--- src/rtl/mux6_bit_serializer_if.sv ---
// Word-in / bit-out stream bundle for mux6_bit_serializer.
// The master drives words in and takes serial bits out; the slave is the serializer.
interface mux6_bit_serializer_if;
  logic       in_valid;
  logic       in_ready;
  logic [5:0] in_data;
  logic       ser_valid;
  logic       ser_data;
  logic       ser_last;
  logic       ser_ready;

  modport master (
    output in_valid,
    output in_data,
    output ser_ready,
    input  in_ready,
    input  ser_valid,
    input  ser_data,
    input  ser_last
  );

  modport slave (
    input  in_valid,
    input  in_data,
    input  ser_ready,
    output in_ready,
    output ser_valid,
    output ser_data,
    output ser_last
  );
endinterface

--- src/rtl/mux6_bit_serializer.sv ---
// Serializes a 6-bit word through an external 6:1 bit-select mux, holding each
// select for HOLD_CYCLES before sampling mux_out into a valid/ready bit stream.
module mux6_bit_serializer #(
  parameter bit          MSB_FIRST   = 1'b0,
  parameter int unsigned HOLD_CYCLES = 1
) (
  input  logic                  clk,
  input  logic                  reset,
  mux6_bit_serializer_if.slave  bus,
  output logic [5:0]            mux_din,
  output logic [2:0]            mux_sel,
  input  logic                  mux_out,
  output logic                  busy
);

  generate
    if (HOLD_CYCLES == 0) begin : g_bad_hold
      $error("mux6_bit_serializer: HOLD_CYCLES must be at least 1");
    end
  endgenerate

  localparam int unsigned HoldW     = (HOLD_CYCLES > 1) ? $clog2(HOLD_CYCLES) : 1;
  localparam logic [HoldW-1:0] HoldInit = HoldW'(HOLD_CYCLES - 1);
  localparam logic [2:0]  FirstLane = MSB_FIRST ? 3'd5 : 3'd0;
  localparam logic [2:0]  LastBit   = 3'd5;

  typedef enum logic [1:0] {
    StIdle,
    StSettle,
    StEmit
  } state_e;

  state_e           state_q;
  logic [5:0]       mux_din_q;
  logic [2:0]       mux_sel_q;
  logic [HoldW-1:0] hold_q;
  logic [2:0]       bit_q;
  logic             ser_valid_q;
  logic             ser_data_q;
  logic             ser_last_q;
  logic             busy_q;
  logic [2:0]       next_sel;

  // Lane walk never leaves 0..5: six bits visited, the step after the last is never taken.
  assign next_sel = MSB_FIRST ? (mux_sel_q - 3'd1) : (mux_sel_q + 3'd1);

  always_ff @(posedge clk or posedge reset) begin
    if (reset) begin
      state_q     <= StIdle;
      mux_din_q   <= '0;
      mux_sel_q   <= '0;
      hold_q      <= '0;
      bit_q       <= '0;
      ser_valid_q <= 1'b0;
      ser_data_q  <= 1'b0;
      ser_last_q  <= 1'b0;
      busy_q      <= 1'b0;
    end else begin
      unique case (state_q)
        StIdle: begin
          if (bus.in_valid) begin
            mux_din_q <= bus.in_data;
            mux_sel_q <= FirstLane;
            hold_q    <= HoldInit;
            bit_q     <= '0;
            busy_q    <= 1'b1;
            state_q   <= StSettle;
          end
        end
        StSettle: begin
          if (hold_q == '0) begin
            ser_data_q  <= mux_out;
            ser_valid_q <= 1'b1;
            ser_last_q  <= (bit_q == LastBit);
            state_q     <= StEmit;
          end else begin
            hold_q <= hold_q - 1'b1;
          end
        end
        StEmit: begin
          if (bus.ser_ready) begin
            ser_valid_q <= 1'b0;
            if (bit_q == LastBit) begin
              ser_last_q <= 1'b0;
              busy_q     <= 1'b0;
              state_q    <= StIdle;
            end else begin
              mux_sel_q <= next_sel;
              bit_q     <= bit_q + 3'd1;
              hold_q    <= HoldInit;
              state_q   <= StSettle;
            end
          end
        end
        default: state_q <= StIdle;
      endcase
    end
  end

  assign bus.in_ready  = (state_q == StIdle);
  assign bus.ser_valid = ser_valid_q;
  assign bus.ser_data  = ser_data_q;
  assign bus.ser_last  = ser_last_q;
  assign mux_din       = mux_din_q;
  assign mux_sel       = mux_sel_q;
  assign busy          = busy_q;

endmodule

--- src/flat_wrapper.sv ---
// flat-port wrapper written by rule: the top's interface ports become plain ports
module mux6_bit_serializer_flat 
#(
  parameter bit          MSB_FIRST   = 1'b0,
  parameter int unsigned HOLD_CYCLES = 1
)
  (clk, reset, mux_din, mux_sel, mux_out, busy, bus_in_valid, bus_in_data, bus_ser_ready, bus_in_ready, bus_ser_valid, bus_ser_data, bus_ser_last);
  mux6_bit_serializer_if bus_i ();
  input  logic clk;
  input  logic reset;
  output logic [5:0] mux_din;
  output logic [2:0] mux_sel;
  input  logic mux_out;
  output logic busy;
  input wire logic [$bits(bus_i.in_valid)-1:0] bus_in_valid;
  input wire logic [$bits(bus_i.in_data)-1:0] bus_in_data;
  input wire logic [$bits(bus_i.ser_ready)-1:0] bus_ser_ready;
  output wire logic [$bits(bus_i.in_ready)-1:0] bus_in_ready;
  output wire logic [$bits(bus_i.ser_valid)-1:0] bus_ser_valid;
  output wire logic [$bits(bus_i.ser_data)-1:0] bus_ser_data;
  output wire logic [$bits(bus_i.ser_last)-1:0] bus_ser_last;
  assign bus_i.in_valid = bus_in_valid;
  assign bus_i.in_data = bus_in_data;
  assign bus_i.ser_ready = bus_ser_ready;
  assign bus_in_ready = bus_i.in_ready;
  assign bus_ser_valid = bus_i.ser_valid;
  assign bus_ser_data = bus_i.ser_data;
  assign bus_ser_last = bus_i.ser_last;
  mux6_bit_serializer #(.MSB_FIRST(MSB_FIRST), .HOLD_CYCLES(HOLD_CYCLES)) u_core (.clk(clk), .reset(reset), .bus(bus_i), .mux_din(mux_din), .mux_sel(mux_sel), .mux_out(mux_out), .busy(busy));
endmodule
--- config.mk ---
export PLATFORM = sky130hd
export DESIGN_NAME = mux6_bit_serializer_flat
export DESIGN_NICKNAME = d
export VERILOG_FILES = /design/src/rtl/mux6_bit_serializer_if.sv /design/src/rtl/mux6_bit_serializer.sv /design/src/flat_wrapper.sv
export SDC_FILE = /design/constraint.sdc
export NUM_CORES = 1
export LEC_CHECK = 0
export ABC_AREA = 1
export CORE_AREA = 2 2 47 49
export DETAILED_ROUTE_END_ITERATION = 10
export DIE_AREA = 0 0 49 51
export HOLD_SLACK_MARGIN = 0.03
export PLACE_DENSITY_LB_ADDON = 0.05
export SLEW_MARGIN = 20
export SYNTH_ARGS = -nofsm -noshare
export SYNTH_HDL_FRONTEND = slang
export SYNTH_SLANG_ARGS = --single-unit
--- constraint.sdc ---
create_clock -name clk -period 2.9 [get_ports clk]
set_input_delay 0.725 -clock clk [delete_from_list [all_inputs] [get_ports clk]]
set_output_delay 0.725 -clock clk [all_outputs]
set_load 0.05 [all_outputs]
## Word level (Yosys, flattened, before mapping)

Index checks and enable logic that the tools add are counted.

| storage, ports and cells | value |
|---|---|
| register bits | 19 |
| input bits | 11 |
| output and inout bits | 14 |
| logic and storage cells | 59 |

| cells by class | value |
|---|---|
| add/sub/neg operators | 3 |
| equality and inequality tests | 8 |
| multiplexer cells | 26 |
| bitwise operators | 1 |
| reduce and logical (&&, ||, !) cells | 12 |

Operator list:

| operator | number |
|---|---|
| $reduce_and A4 Y1 | 4 |
| $mux W3 | 5 |
| $pmux W3 S2 | 2 |
| $mux W1 | 11 |
| $ne A2 B2 Y1 const B | 4 |
| $add A3 B1 Y3 const B | 2 |
| $mux W2 | 3 |
| $pmux W1 S2 | 3 |
| $pmux W2 S3 | 1 |
| $reduce_and A3 Y1 | 2 |
| $reduce_and A2 Y1 | 2 |
| $reduce_bool A2 Y1 | 2 |
| $eq A3 B3 Y1 const B | 1 |
| $pmux W1 S3 | 1 |
| $reduce_bool A3 Y1 | 1 |
| $eq A2 B1 Y1 const B | 1 |
| $eq A2 B2 Y1 const B | 1 |
| $logic_not A2 Y1 | 1 |
| $ne A2 B1 Y1 const B | 1 |
| $not A1 Y1 | 1 |
| $sub A1 B1 Y1 const B | 1 |

## Longest topological paths before layout

| logic depth | value |
|---|---|
| depth in word-level cells | 4 |
| mapped depth | 9 |
| gate-level depth less buffers | 8 |

## Worst setup path after synthesis

No wires, ideal clock.

| timing path | value |
|---|---|
| path type | reg-to-output |
| start point | reg u_core.state_q[0] |
| end point | out bus_in_ready |
| arrival | 0.948 ns |
| required time | 2.175 ns |
| setup slack | 1.227 ns |
| cell stages (with the launch flop) | 3 |
| path buffers | 0 |
| cell sequence | dfrtp_1 inv_1 ha_1 |

| between the ends | value |
|---|---|
| word-level cells in the longest chain between the ends | 1 |

Ends and longest elaborated chain:

| item | RTL line | source |
|---|---|---|
| start, declared | mux6_bit_serializer.sv:33 | `state_e state_q;` |
| start signal, assigned | mux6_bit_serializer.sv:49 | `state_q <= StIdle;` |
| start signal, assigned | mux6_bit_serializer.sv:67 | `state_q <= StSettle;` |
| start signal, assigned | mux6_bit_serializer.sv:75 | `state_q <= StEmit;` |
| $logic_not A2 Y1 | mux6_bit_serializer.sv:100 | `assign bus.in_ready = (state_q == StIdle);` |
| end, declared | flat_wrapper.sv:18 | `output wire logic [$bits(bus_i.in_ready)-1:0] bus_in_ready;` |

No other way between the ends.

## Worst setup path after layout

Ends and elaborated chain as after synthesis.

==> flow_metrics.env <==
export IMPL_drive_gt1_frac=0.111
export IMPL_stdcell_area_um2=1250
export IMPL_cts_path_max_buffers=2
export IMPL_finalMaxSlewViolations=0
export IMPL_whs_path_depth=2
export IMPL_grt_pass1_wl_um=3260
export IMPL_post_cts_buffers=0
export IMPL_p_sw_mw=0.736
export IMPL_powerDensity_nw_per_um2=1150
export IMPL_core_um2=2060
export IMPL_antenna_found_initial=0
export IMPL_setup_viol=0
export IMPL_critPathMaxFanout=4
export IMPL_io_buffers=24
export IMPL_criticalPathCategory="flip-flop to output pin"
export IMPL_crit_arrival_ns=1.77
export IMPL_dr_total_vias=800
export IMPL_synth_fp_nets=136
export IMPL_cts_root_buffer="clkbuf_4"
export IMPL_min_period_ns=2.50
export IMPL_finalNonFillerCells=172
export IMPL_r2r_cells=8
export IMPL_synth_cells=118
export IMPL_pre_cts_slack_ns=0.715
export IMPL_timing_rr_end="u_core.bit_q[0]$_DFFE_PP0P_"
export IMPL_yosysWarningCount=0
export IMPL_multiInputGateArea_um2=439
export IMPL_clock_power_share=0.083
export IMPL_required_ns=2.17
export IMPL_die_y_um=51
export IMPL_finClkSkew_ns=0.00176
export IMPL_grt_pass1_vias=758
export IMPL_min_path_type="flip-flop to flip-flop"
export IMPL_syn_area_um2=961
export IMPL_ios=25
export IMPL_cts_hold_buf=0
export IMPL_placedCellCount=169
export IMPL_p_seq_frac=0.296
export IMPL_nFillCells=201
export IMPL_firstDrtPassIters=4
export IMPL_register_area_um2=450
export IMPL_nets=164
export IMPL_final_hold_viol_count=0
export IMPL_routed_wl_um=1810
export IMPL_fin_crit_sh=0.861
export IMPL_worstSetupEndpointType="output pin"
export IMPL_crit_path_start_kind="flip-flop"
export IMPL_ant_nets=0
export IMPL_layout_commonest_cell="nand2_1"
export IMPL_synthToLayoutAreaGrowth_pct=29.8
export IMPL_overflow=0
export IMPL_avgSynthCellArea_um2=8.14
export IMPL_rsz0062_at_grt="no"
export IMPL_p_leak_nw=0.647
export IMPL_r2r_slack_ns=1.44
export IMPL_grt_max_degree=19
export IMPL_wire_per_inst_um=10.5
export IMPL_worstHoldStart="u_core.bus.ser_last$_DFFE_PP0P_"
export IMPL_gr_usage_all_layers=0.171
export IMPL_ys_types=17
export IMPL_worstHoldEndpoint="u_core.bus.ser_last$_DFFE_PP0P_"
export IMPL_clk_pin_slew_worst_paths_ns=0.10
export IMPL_reg2reg_from="u_core.state_q[0]$_DFFE_PP0P_"
export IMPL_fp_dieW_um=49
export IMPL_hold_slack_ns=0.486
export IMPL_synth_seq_cells=18
export IMPL_status="completed"
export IMPL_cts_tree="yes"
export IMPL_setup_tns_ns=0
export IMPL_clk_latency_ns=0.28
export IMPL_ys_seq_area_frac=0.469
export IMPL_gp_congestion=0.823
export IMPL_final_core_util=0.605
export IMPL_finalWorstSetupSlack_ns=0.404
export IMPL_cts_buffers=3
export IMPL_dp_final_hpwl_um=1410
export IMPL_drt_iter0_markers=7
export IMPL_htree_levels=1
export IMPL_swShare=0.512
export IMPL_slew_headroom=0.542
export IMPL_worst_slew_pin_slew_ns=0.687
export IMPL_fmax_mhz=401
export IMPL_cap_violations=0
export IMPL_viasPerCell=4.65
export IMPL_p_comb_frac=0.622
export IMPL_antennaDiodeCount=0
export IMPL_row_count=17
export IMPL_drcViolationCount=0
export IMPL_power_total_mw=1.44
export IMPL_numClockSinks=18
export IMPL_dpl_instance_area_um2=1220
export IMPL_peakVddDrop_v=0.000803
export IMPL_final_cell_mix="nand2_1, clkdlybuf4s50_1, dfrtp_1"
export IMPL_cts_resized=0
export IMPL_dieArea_um2=2500
export IMPL_start_util=0.466
export IMPL_intPower_mw=0.702
-- critical path, stage by stage (launching register included) --
cell             delay, ns
dfrtp_1               0.43
inv_1                 0.10
ha_1                  0.17
clkdlybuf4s50_1       0.80
-- how the worst max path moves through the flow --
stage,from,to,slack [ns],cells past startpoint
2_1_floorplan,u_core.state_q[0]$_DFFE_PP0P_,bus_in_ready,1.23,2
3_3_place_gp,u_core.state_q[0]$_DFFE_PP0P_,bus_in_ready,0.75,3
3_5_place_dp,u_core.state_q[0]$_DFFE_PP0P_,bus_in_ready,0.71,3
4_1_cts,u_core.state_q[0]$_DFFE_PP0P_,bus_in_ready,0.39,3
5_1_grt,u_core.state_q[0]$_DFFE_PP0P_,bus_in_ready,0.31,3
6_report,u_core.state_q[0]$_DFFE_PP0P_,bus_in_ready,0.40,3
-- cell type report --
type | count | share of cell area
Sequential cell | 18 | 0.361
Multi-Input combinational cell | 84 | 0.352
Timing Repair Buffer | 25 | 0.199
Inverter | 14 | 0.0421
Tap cell | 28 | 0.0281
Clock buffer | 3 | 0.0181
-- power by group through the flow --
stage          clock network [mW]  registers, mW  logic [mW]
4_1_cts                     0.128          0.427       0.907
5_1_grt                     0.136          0.443       0.987
3_5_place_dp                    0          0.430       0.904
2_1_floorplan                   0          0.663       0.416
6_report                    0.119          0.425       0.894
3_3_place_gp                    0          0.421       0.891
-- Yosys cell counts, drive strengths merged --
library cell  instances  area share
nand3                10       0.057
mux2                  1       0.012
buf                   2       0.020
a21oi                 1      0.0052
ha                    7       0.091
dfrtp                18        0.47
inv                  14       0.055
nor2                  8       0.036
nand4                 2       0.013
o21ai                 1      0.0052
nand2                54        0.24
-- registers in the layout, summed over array words and instances (netlist names) --
signal / cells
u_core.bit_q: 3
u_core.mux_sel: 3
u_core.state_q: 2
u_core.busy: 1
u_core.mux_din: 6
u_core.bus.ser_data: 1
u_core.bus.ser_last: 1
u_core.bus.ser_valid: 1
-- cell families after synthesis --
| group | after synthesis | share of synthesized area |
|---|---|---|
| simple gates | 74 | 0.344 |
| mux | 1 | 0.0117 |
| flops | 18 | 0.469 |
| fa+ha+maj | 7 | 0.0911 |
| buf+inv | 16 | 0.0742 |
| compound gates | 2 | 0.0104 |
-- routing by layer --
layer / GRT usage / up-vias / part of all wire / routed length (µm)
met3: 0.0322 / 2 / 0.042 / 76
met1: 0.219 / 365 / 0.46 / 834
li1: - / 414 / - / -
met5: 0 / - / 0 / 0
met2: 0.285 / 19 / 0.49 / 884
met4: 0.0714 / 0 / 0.0099 / 18
(Power assumes the default switching activity.)
